[config.mk]
export PLATFORM = sky130hd
export DESIGN_NAME = drone_dispatch
export DESIGN_NICKNAME = d
export VERILOG_FILES = /design/src/rtl/drone_dispatch.sv
export SDC_FILE = /design/constraint.sdc
export NUM_CORES = 1
export LEC_CHECK = 0
export ABC_AREA = 1
export CORE_MARGIN = 1
export CORE_UTILIZATION = 30
export DETAILED_ROUTE_END_ITERATION = 16
export GPL_TIMING_DRIVEN = 0
export PLACE_DENSITY = 0.58
export SYNTH_ARGS = -nofsm -noshare
export SYNTH_HDL_FRONTEND = slang
export SYNTH_SLANG_ARGS = --single-unit
[constraint.sdc]
create_clock -name clk -period 1.6 [get_ports clk]
set_input_delay 0.16 -clock clk [delete_from_list [all_inputs] [get_ports clk]]
set_output_delay 0.16 -clock clk [all_outputs]
set_load 0.005 [all_outputs]
[src/rtl/drone_dispatch.sv]
// drone_dispatch: drop-point controller for a vertical shaft with N_DEST stops.
// Latches calls, serves them in SCAN (elevator) order and holds a one-hot drop
// command until the drop sensor confirms or the drop window times out.
module drone_dispatch #(
    parameter int N_DEST       = 4,
    parameter int DROP_TIMEOUT = 16
) (
    input  logic                      clk,
    input  logic                      rst,
    input  logic [N_DEST-1:0]         Floor,
    input  logic [N_DEST-1:0]         FS,
    input  logic [N_DEST-1:0]         Call,
    output logic [1:0]                Motor,
    output logic [N_DEST-1:0]         Drop,
    output logic [N_DEST-1:0]         Pending,
    output logic [$clog2(N_DEST)-1:0] Pos,
    output logic                      Fault
);
    localparam int PW = $clog2(N_DEST);
    localparam int TW = $clog2(DROP_TIMEOUT);
    localparam logic [TW-1:0]     T_LAST  = TW'(DROP_TIMEOUT - 1);
    localparam logic [PW-1:0]     IDX_TOP = PW'(N_DEST - 1);
    localparam logic [N_DEST-1:0] ONE     = N_DEST'(1);
    localparam logic [1:0]        M_UP    = 2'b10;
    localparam logic [1:0]        M_DN    = 2'b01;
    localparam logic [1:0]        M_HOVER = 2'b00;

    typedef enum logic [1:0] {S_IDLE, S_MOVE, S_DROP} state_t;

    state_t          r_state;
    state_t          w_state_nxt;
    logic            r_dir;          // 1 = up
    logic [PW-1:0]   r_tgt;
    logic [TW-1:0]   r_timer;

    logic            w_floor_valid;
    logic [PW-1:0]   w_floor_idx;
    logic            w_docked;
    logic            w_at_end;
    logic            w_up_found;
    logic            w_dn_found;
    logic            w_tgt_found;
    logic            w_tgt_up;

    logic [1:0]        w_motor_nxt;
    logic [N_DEST-1:0] w_drop_nxt;
    logic [N_DEST-1:0] w_clr;
    logic              w_fault_nxt;
    logic [PW-1:0]     w_tgt_nxt;
    logic              w_dir_nxt;
    logic [TW-1:0]     w_timer_nxt;

    // A multi-hot reading is treated the same as in transit.
    assign w_floor_valid = $onehot(Floor);
    assign w_docked      = w_floor_valid && (w_floor_idx == Pos);
    // Reaching the last stop in the travel direction with nothing to serve ends the run.
    assign w_at_end      = w_floor_valid && (r_dir ? (w_floor_idx == IDX_TOP) : (w_floor_idx == '0));

    // Decode the index of the set Floor bit (only meaningful when one-hot).
    always_comb begin
        w_floor_idx = '0;
        for (int i = 0; i < N_DEST; i++)
            if (Floor[i]) w_floor_idx = PW'(i);
    end

    // Look for any pending stop strictly above and strictly below the last position.
    always_comb begin
        w_up_found = 1'b0;
        w_dn_found = 1'b0;
        for (int i = 0; i < N_DEST; i++) begin
            if (Pending[i] && (i > int'(Pos))) w_up_found = 1'b1;
            if (Pending[i] && (i < int'(Pos))) w_dn_found = 1'b1;
        end
    end

    // SCAN choice: keep going the current way if anything is ahead, else reverse.
    always_comb begin
        w_tgt_found = 1'b0;
        w_tgt_up    = r_dir;
        if (r_dir) begin
            if (w_up_found)      begin w_tgt_found = 1'b1; w_tgt_up = 1'b1; end
            else if (w_dn_found) begin w_tgt_found = 1'b1; w_tgt_up = 1'b0; end
        end else begin
            if (w_dn_found)      begin w_tgt_found = 1'b1; w_tgt_up = 1'b0; end
            else if (w_up_found) begin w_tgt_found = 1'b1; w_tgt_up = 1'b1; end
        end
    end

    // FSM state register.
    always_ff @(posedge clk or posedge rst) begin
        if (rst) r_state <= S_IDLE;
        else     r_state <= w_state_nxt;
    end

    // FSM next-state logic.
    always_comb begin
        w_state_nxt = r_state;
        unique case (r_state)
            S_IDLE: begin
                if (w_docked && Pending[Pos]) w_state_nxt = S_DROP;
                else if (w_tgt_found)         w_state_nxt = S_MOVE;
            end
            S_MOVE: begin
                // Stopping at any pending stop we dock at picks up calls made en route.
                if (w_floor_valid && Pending[w_floor_idx]) w_state_nxt = S_DROP;
                else if (w_at_end)                         w_state_nxt = S_IDLE;
            end
            S_DROP: begin
                if (FS[r_tgt] || (r_timer == T_LAST)) w_state_nxt = S_IDLE;
            end
            default: w_state_nxt = S_IDLE;
        endcase
    end

    // FSM output logic: next values for the registered outputs and datapath.
    always_comb begin
        w_motor_nxt = Motor;
        w_drop_nxt  = Drop;
        w_clr       = '0;
        w_fault_nxt = Fault;
        w_tgt_nxt   = r_tgt;
        w_dir_nxt   = r_dir;
        w_timer_nxt = r_timer;
        unique case (r_state)
            S_IDLE: begin
                // IDLE always hovers, so a reversal costs at least one hover cycle.
                w_motor_nxt = M_HOVER;
                w_drop_nxt  = '0;
                if (w_docked && Pending[Pos]) begin
                    w_tgt_nxt   = Pos;
                    w_drop_nxt  = ONE << Pos;
                    w_timer_nxt = '0;
                end else if (w_tgt_found) begin
                    w_dir_nxt   = w_tgt_up;
                    w_motor_nxt = w_tgt_up ? M_UP : M_DN;
                end
            end
            S_MOVE: begin
                if (w_floor_valid && Pending[w_floor_idx]) begin
                    w_motor_nxt = M_HOVER;
                    w_tgt_nxt   = w_floor_idx;
                    w_drop_nxt  = ONE << w_floor_idx;
                    w_timer_nxt = '0;
                end else if (w_at_end) begin
                    w_motor_nxt = M_HOVER;
                end
            end
            S_DROP: begin
                w_motor_nxt = M_HOVER;
                if (FS[r_tgt]) begin
                    w_drop_nxt = '0;
                    w_clr      = ONE << r_tgt;
                end else if (r_timer == T_LAST) begin
                    // Abandon the stop: it must be called again to be served.
                    w_drop_nxt  = '0;
                    w_clr       = ONE << r_tgt;
                    w_fault_nxt = 1'b1;
                end else begin
                    w_timer_nxt = r_timer + 1'b1;
                end
            end
            default: begin
                w_motor_nxt = M_HOVER;
                w_drop_nxt  = '0;
            end
        endcase
    end

    // Registered outputs, request latch and position tracking.
    always_ff @(posedge clk or posedge rst) begin
        if (rst) begin
            Motor   <= M_HOVER;
            Drop    <= '0;
            Pending <= '0;
            Pos     <= '0;
            Fault   <= 1'b0;
            r_dir   <= 1'b1;
            r_tgt   <= '0;
            r_timer <= '0;
        end else begin
            Motor   <= w_motor_nxt;
            Drop    <= w_drop_nxt;
            // A new call on the bit being cleared wins, so the delivery repeats.
            Pending <= (Pending & ~w_clr) | Call;
            if (w_floor_valid) Pos <= w_floor_idx;
            Fault   <= w_fault_nxt;
            r_dir   <= w_dir_nxt;
            r_tgt   <= w_tgt_nxt;
            r_timer <= w_timer_nxt;
        end
    end

endmodule

### After elaboration in Yosys (flattened, before gate mapping)

Index checks and enable logic that the tools add are counted.

* shifts and indexed selects: 3
* bitwise gates (word level): 5
* add/subtract/negate cells: 4
* eq/ne operators: 14
* order comparisons: 9
* reduce and logical (&&, ||, !) cells: 21
* muxes and demuxes: 52

Operators by type and width (number)
* $mux W4: 11
* $mux W2: 13
* $pmux W4 S3: 2
* $mux W1: 20
* $reduce_and A3 Y1: 4
* $shl A1 B2 Y4 const A: 3
* $logic_and A1 B1 Y1: 10
* $ne A2 B2 Y1 const B: 5
* $lt A2 B3 Y1 const B: 3
* $ne A3 B3 Y1 const B: 3
* $pmux W2 S2: 2
* $bmux W1 S2: 3
* $pmux W2 S3: 1
* $reduce_and A5 Y1: 1
* $add A1 B1 Y2: 2
* $add A4 B1 Y4 const B: 1
* $and A4 B4 Y4: 1
* $eq A2 B2 Y1 const B: 2
* $eq A4 B4 Y1 const B: 1
* $gt A2 B2 Y1 const A: 2
* $logic_not A2 Y1: 2
* $lt A1 B2 Y1 const A: 2
* $not A4 Y4: 1
* $or A4 B4 Y4: 1
* other kinds (11): 12

* bits of input ports: 14
* output and inout port bits: 13
* bits in registers: 22
* logic and storage cells: 117

### Longest topological paths before layout

* word-level depth: 12
* depth in mapped cells: 14
* gate-level depth less buffers: 14

### Least setup slack after synthesis

No wires, ideal clock.

* kind: input to register
* from: in Floor[0]
* to: reg r_tgt[1]
* path slack: -0.490 ns
* cell stages on the path: 14
* arrival time: 2.013 ns
* path through: inv_1 -> fa_1 -> inv_1 -> ha_1 -> ha_1 -> inv_1 -> nand2_1 -> nor2_1 -> nand2_1 -> nor2_8 -> nand3_4 -> nand2_2 -> nand2_1 -> o21ai_1

* word-level cells in the longest chain between the ends: 7
* elaborated cells on any way between the ends: 9
* classes of those cells: 2 x add/sub; 3 x eq/ne; 4 x reduce/logical

Ends and longest elaborated chain
* from (decl): line 10 `input logic [N_DEST-1:0] Floor,`
* $add A1 B1 Y2 (implied by the code) (*): line 54 `assign w_floor_valid = $onehot(Floor);`
* $add A2 B2 Y3 (implied by the code) (*): line 54
* $eq A3 B1 Y1 (*): line 54
* $logic_and A1 B1 Y1: line 55 `assign w_docked = w_floor_valid && (w_floor_idx == Pos);`
* $logic_and A1 B1 Y1: line 129 `if (w_docked && Pending[Pos]) begin`
* $ne A2 B2 Y1 (no source line)
* $reduce_and A3 Y1 (no source line) (*)
* to (signal assigned): line 188 `r_tgt <= w_tgt_nxt;`
* to (decl): line 33 `logic [PW-1:0] r_tgt;`

Every way passes the cells marked *; elsewhere a longest branch is shown, timed or not.
A chain may end at the register's enable or synchronous reset.

### Worst setup path after layout

Ends and elaborated chain as after synthesis.

==> summary.txt <==
Routing
  • Avg Vias per Cell: 4.62
  • Final WL: 3.62 mm
  • Post-DR wirelength/cell: 12.0 um
  • Vias: 1399
  • Initial DRT Pass Iterations: 4
  • Initial DRC count: 92
  • Antenna Violating Nets Remaining: 0
  • DRC: 0

Cells and area
  • Final instance area: 0.00215 mm^2
  • Antenna diodes: 0
  • Storage cell area: 552 um^2
  • Area of the multi-input gates: 982 um^2
  • Area growth syn-to-layout: 40.9%
  • Fill count: 503
  • Share of cells above drive strength 1: 0.297
  • Cell Count, Final, Fillers Out: 303
  • Final Net Count: 255

Critical path
  • Required time of the critical path: 1.80 ns
  • Reg2reg end: Motor[0]
  • Reg2Reg Launch Point: Pos[0]
  • CP most frequent cell: ha_4
  • Crit path capture: r_tgt[1]
  • Critical Path Stages: 13
  • WP buf/inv: 4
  • Register-to-register setup slack: 0.11 ns
  • Cell family with most CP delay: adder cells
  • Crit start category: input pin
  • Reg2Reg Depth: 9
  • Setup crit start: Floor[0]
  • Worst-path cell chain: buf_8 > inv_8 > fa_1 > inv_2 > ha_4 > ha_4 > inv_4 > nand3b_1 > nor2_4 > nand4_4 > nand2_4 > nand2_2 > o21ai_1
  • Slowest CP cell: fa_1
  • Slowest cell delay on critical path: 0.54 ns
  • Crit Path Max Fanout: 6
  • Crit path arrival time: 2.08 ns
  • Setup crit end kind: flip-flop
  • Crit Path Class: in -> reg

Placement
  • Detail Placement HPWL: 2.67 mm
  • Inst Count DP: 291
  • Post-DP Area: 0.00190 mm^2
  • IO Port Bufs: 26
  • Routability Congestion: 0.865

Yosys
  • Mapped Nets: 216
  • Synth Area in Adders: 0.0377
  • Combinational family with the most area after synthesis: simple AND/OR/NAND/NOR gates
  • Yosys reg bits: 22
  • Compound-Gate Fraction of Synth Area: 0.0664
  • Number of flops mapped to enable cells by yosys: 0
  • Primary FF master, synth: dfrtp_1
  • Xor and xnor fraction of the mapped netlist area: 0.00574
  • Warnings, synthesis: 0
  • Cell variety after synth: 31
  • Post-synthesis sequential area ratio: 0.362
  • Mapped Cells: 198
  • Syn_area_per_cell: 7.70 um^2
  • Post-synthesis mux area share: 0.0148
  • Synth Cell Area: 0.00153 mm^2
  • FFs w/ async S/R, synth: 1.00
  • Simple-Gate Fraction of Synth Area: 0.442

STA
  • RSZ-0062 raised after global routing: true
  • Minimum clock period: 1.88 ns
  • # setup viols final: 16
  • Fin. max-slew vios: 0
  • Worst-Margin Slew: 0.844 ns
  • Setup Skew: 0.00483 ns
  • Final worst-path cycle share: 1.17
  • Slew margin rel.: 0.437
  • Final WS setup: -0.279 ns
  • Fmax: 0.532 GHz
  • Final Hold Fails: 0

Floorplan
  • Starting Density: 0.317
  • Num rows: 25
  • Height of the chip: 73.3 um
  • Core area: 0.00482 mm^2
  • Die Area: 0.00537 mm^2
  • Die width: 73.3 um
  • I/O pin count: 27

Global route
  • Largest net degree at the start of global routing: 23
  • Grt total ovfl: 0
  • Initial antenna violation count: 0
  • First-pass GRT wire length: 6.27 mm
  • Tot GR Track Use: 0.153
  • Vias in the first global route: 1414

Status
  • Violated checks: setup timing
  • Status: finished, violations left

Pwr
  • Lkg Pwr: 1.03 nW
  • Pwr Total: 2.96 mW
  • PwrDens: 1380 mW/mm^2
  • VDD IR max: 0.679 mV

Clock tree
  • TritonCTS clock tree: built
  • Clk_lat worst skew: 0.27 ns
  • Clock-pin slew on the worst setup and hold paths: 0.08 ns
  • H-tree levels: 1
  • CTS root buf: clkbuf_8
  • Clock Tree Buf Depth: 2
  • Num CTS Buffers: 3
  • # clock sinks: 22
  • CTS Hold Buffers Added: 0

Run
  • Max cap viols: 0

Worst hold path
  • Hold/Removal Path Class: in -> reg
timing repair:
action                     in CTS  in global routing
setup endpoints to repair      17                 16
gates resized for setup        33                 19
setup buffers                   7                  1
pin swaps                      11                 11
synthesized netlist by cell type (3+ instances only):
cell type | count | share of area
a21o_1 | 4 | 0.020
dfrtp_1 | 21 | 0.34
ha_1 | 3 | 0.025
inv_1 | 16 | 0.039
inv_2 | 8 | 0.020
nand2_1 | 67 | 0.16
nand2_2 | 6 | 0.025
nand3_1 | 13 | 0.043
nand3_2 | 4 | 0.026
nand3_4 | 3 | 0.034
nand4_1 | 12 | 0.049
nor2_1 | 12 | 0.030
nor2_2 | 4 | 0.016
o21ai_0 | 5 | 0.016
o21ai_1 | 3 | 0.0098
report_power, final:
| group | internal, mW | leakage (nW) | switching, mW |
|---|---|---|---|
| sequential | 0.728 | 0.268 | 0.148 |
| combinational | 0.686 | 0.732 | 0.982 |
| clock | 0.220 | 0.0288 | 0.193 |
area by class of cell:
cell class                 instances  area share
multi-input combinational        150       0.457
inverter                          24      0.0513
clock buffer                       4      0.0256
timing repair buffer              34       0.161
buffer                             2     0.00874
sequential                        22       0.257
tap                               67      0.0390
layout by cell type (no fill, tap or decap), types with 2 or more instances in the layout:
cell type        count
nand2_1             58
clkdlybuf4s50_1     23
dfrtp_1             21
inv_1               12
nand3_1             12
nand2_2             12
nand4_1             12
nor2_1               9
inv_2                8
buf_4                6
nor2_2               5
buf_6                4
nand3_2              4
nand3_4              4
nand2_4              4
o21ai_0              4
a21o_1               4
clkbuf_8             4
o21ai_1              3
buf_8                3
inv_8                2
nor2_8               2
inv_4                2
nor2_4               2
ha_4                 2
worst min-delay path by stage:
stage | startpoint | to | slack [ns] | depth (start not counted)
floorplan | rst | Drop[0] | 0.15 | 1
detailed placement | Motor[1] | Motor[1] | 0.46 | 2
global placement | Motor[1] | Motor[1] | 0.47 | 2
CTS | Floor[1] | Drop[1] | 0.24 | 5
global route | Floor[1] | Drop[1] | 0.27 | 5
finish | Floor[1] | Drop[1] | 0.24 | 5
flip-flops by register name (all words and copies together), names as in the netlist:
name,cells
r_timer,4
Motor,2
r_tgt,2
Drop,4
Pending,4
Fault,1
r_dir,1
r_state,2
Pos,2
routing by layer:
metal	wire length (um)	vias up	global-route usage	part of all wire
li1	-	722	-	-
met5	0	-	0	0
met1	1760	649	0.213	0.49
met4	45	0	0.0449	0.012
met3	112	5	0.0343	0.031
met2	1700	23	0.240	0.47
per-stage QoR:
step,setup slack [ns],util,setup TNS (ns),hold slack (ns)
after detailed placement,-1.21,0.394,-18.20,0.462
after CTS,-0.318,0.431,-4.37,0.239
after floorplan,-0.332,-,-4.21,0.148
after global routing,-0.371,0.446,-4.99,0.270
final,-0.279,0.446,-3.66,0.239
after global placement,-1.20,0.394,-18.04,0.466
logic make-up after synthesis:
logic type               after synthesis
AO/OA/AOI/OAI                         16
XOR/XNOR                               1
adder cells (fa/ha/maj)                4
buffers and inverters                 26
flip-flops                            22
multiplexers                           1
AND/OR/NAND/NOR                      128
worst reg2reg max path: cells and delay by family, from the launching register on:
kind,cells,cell delay [ns]
flip-flops,1,0.38
AO/OA/AOI/OAI,1,0.15
buffers and inverters,2,0.29
AND/OR/NAND/NOR,6,0.61
(Power assumes the default switching activity.)
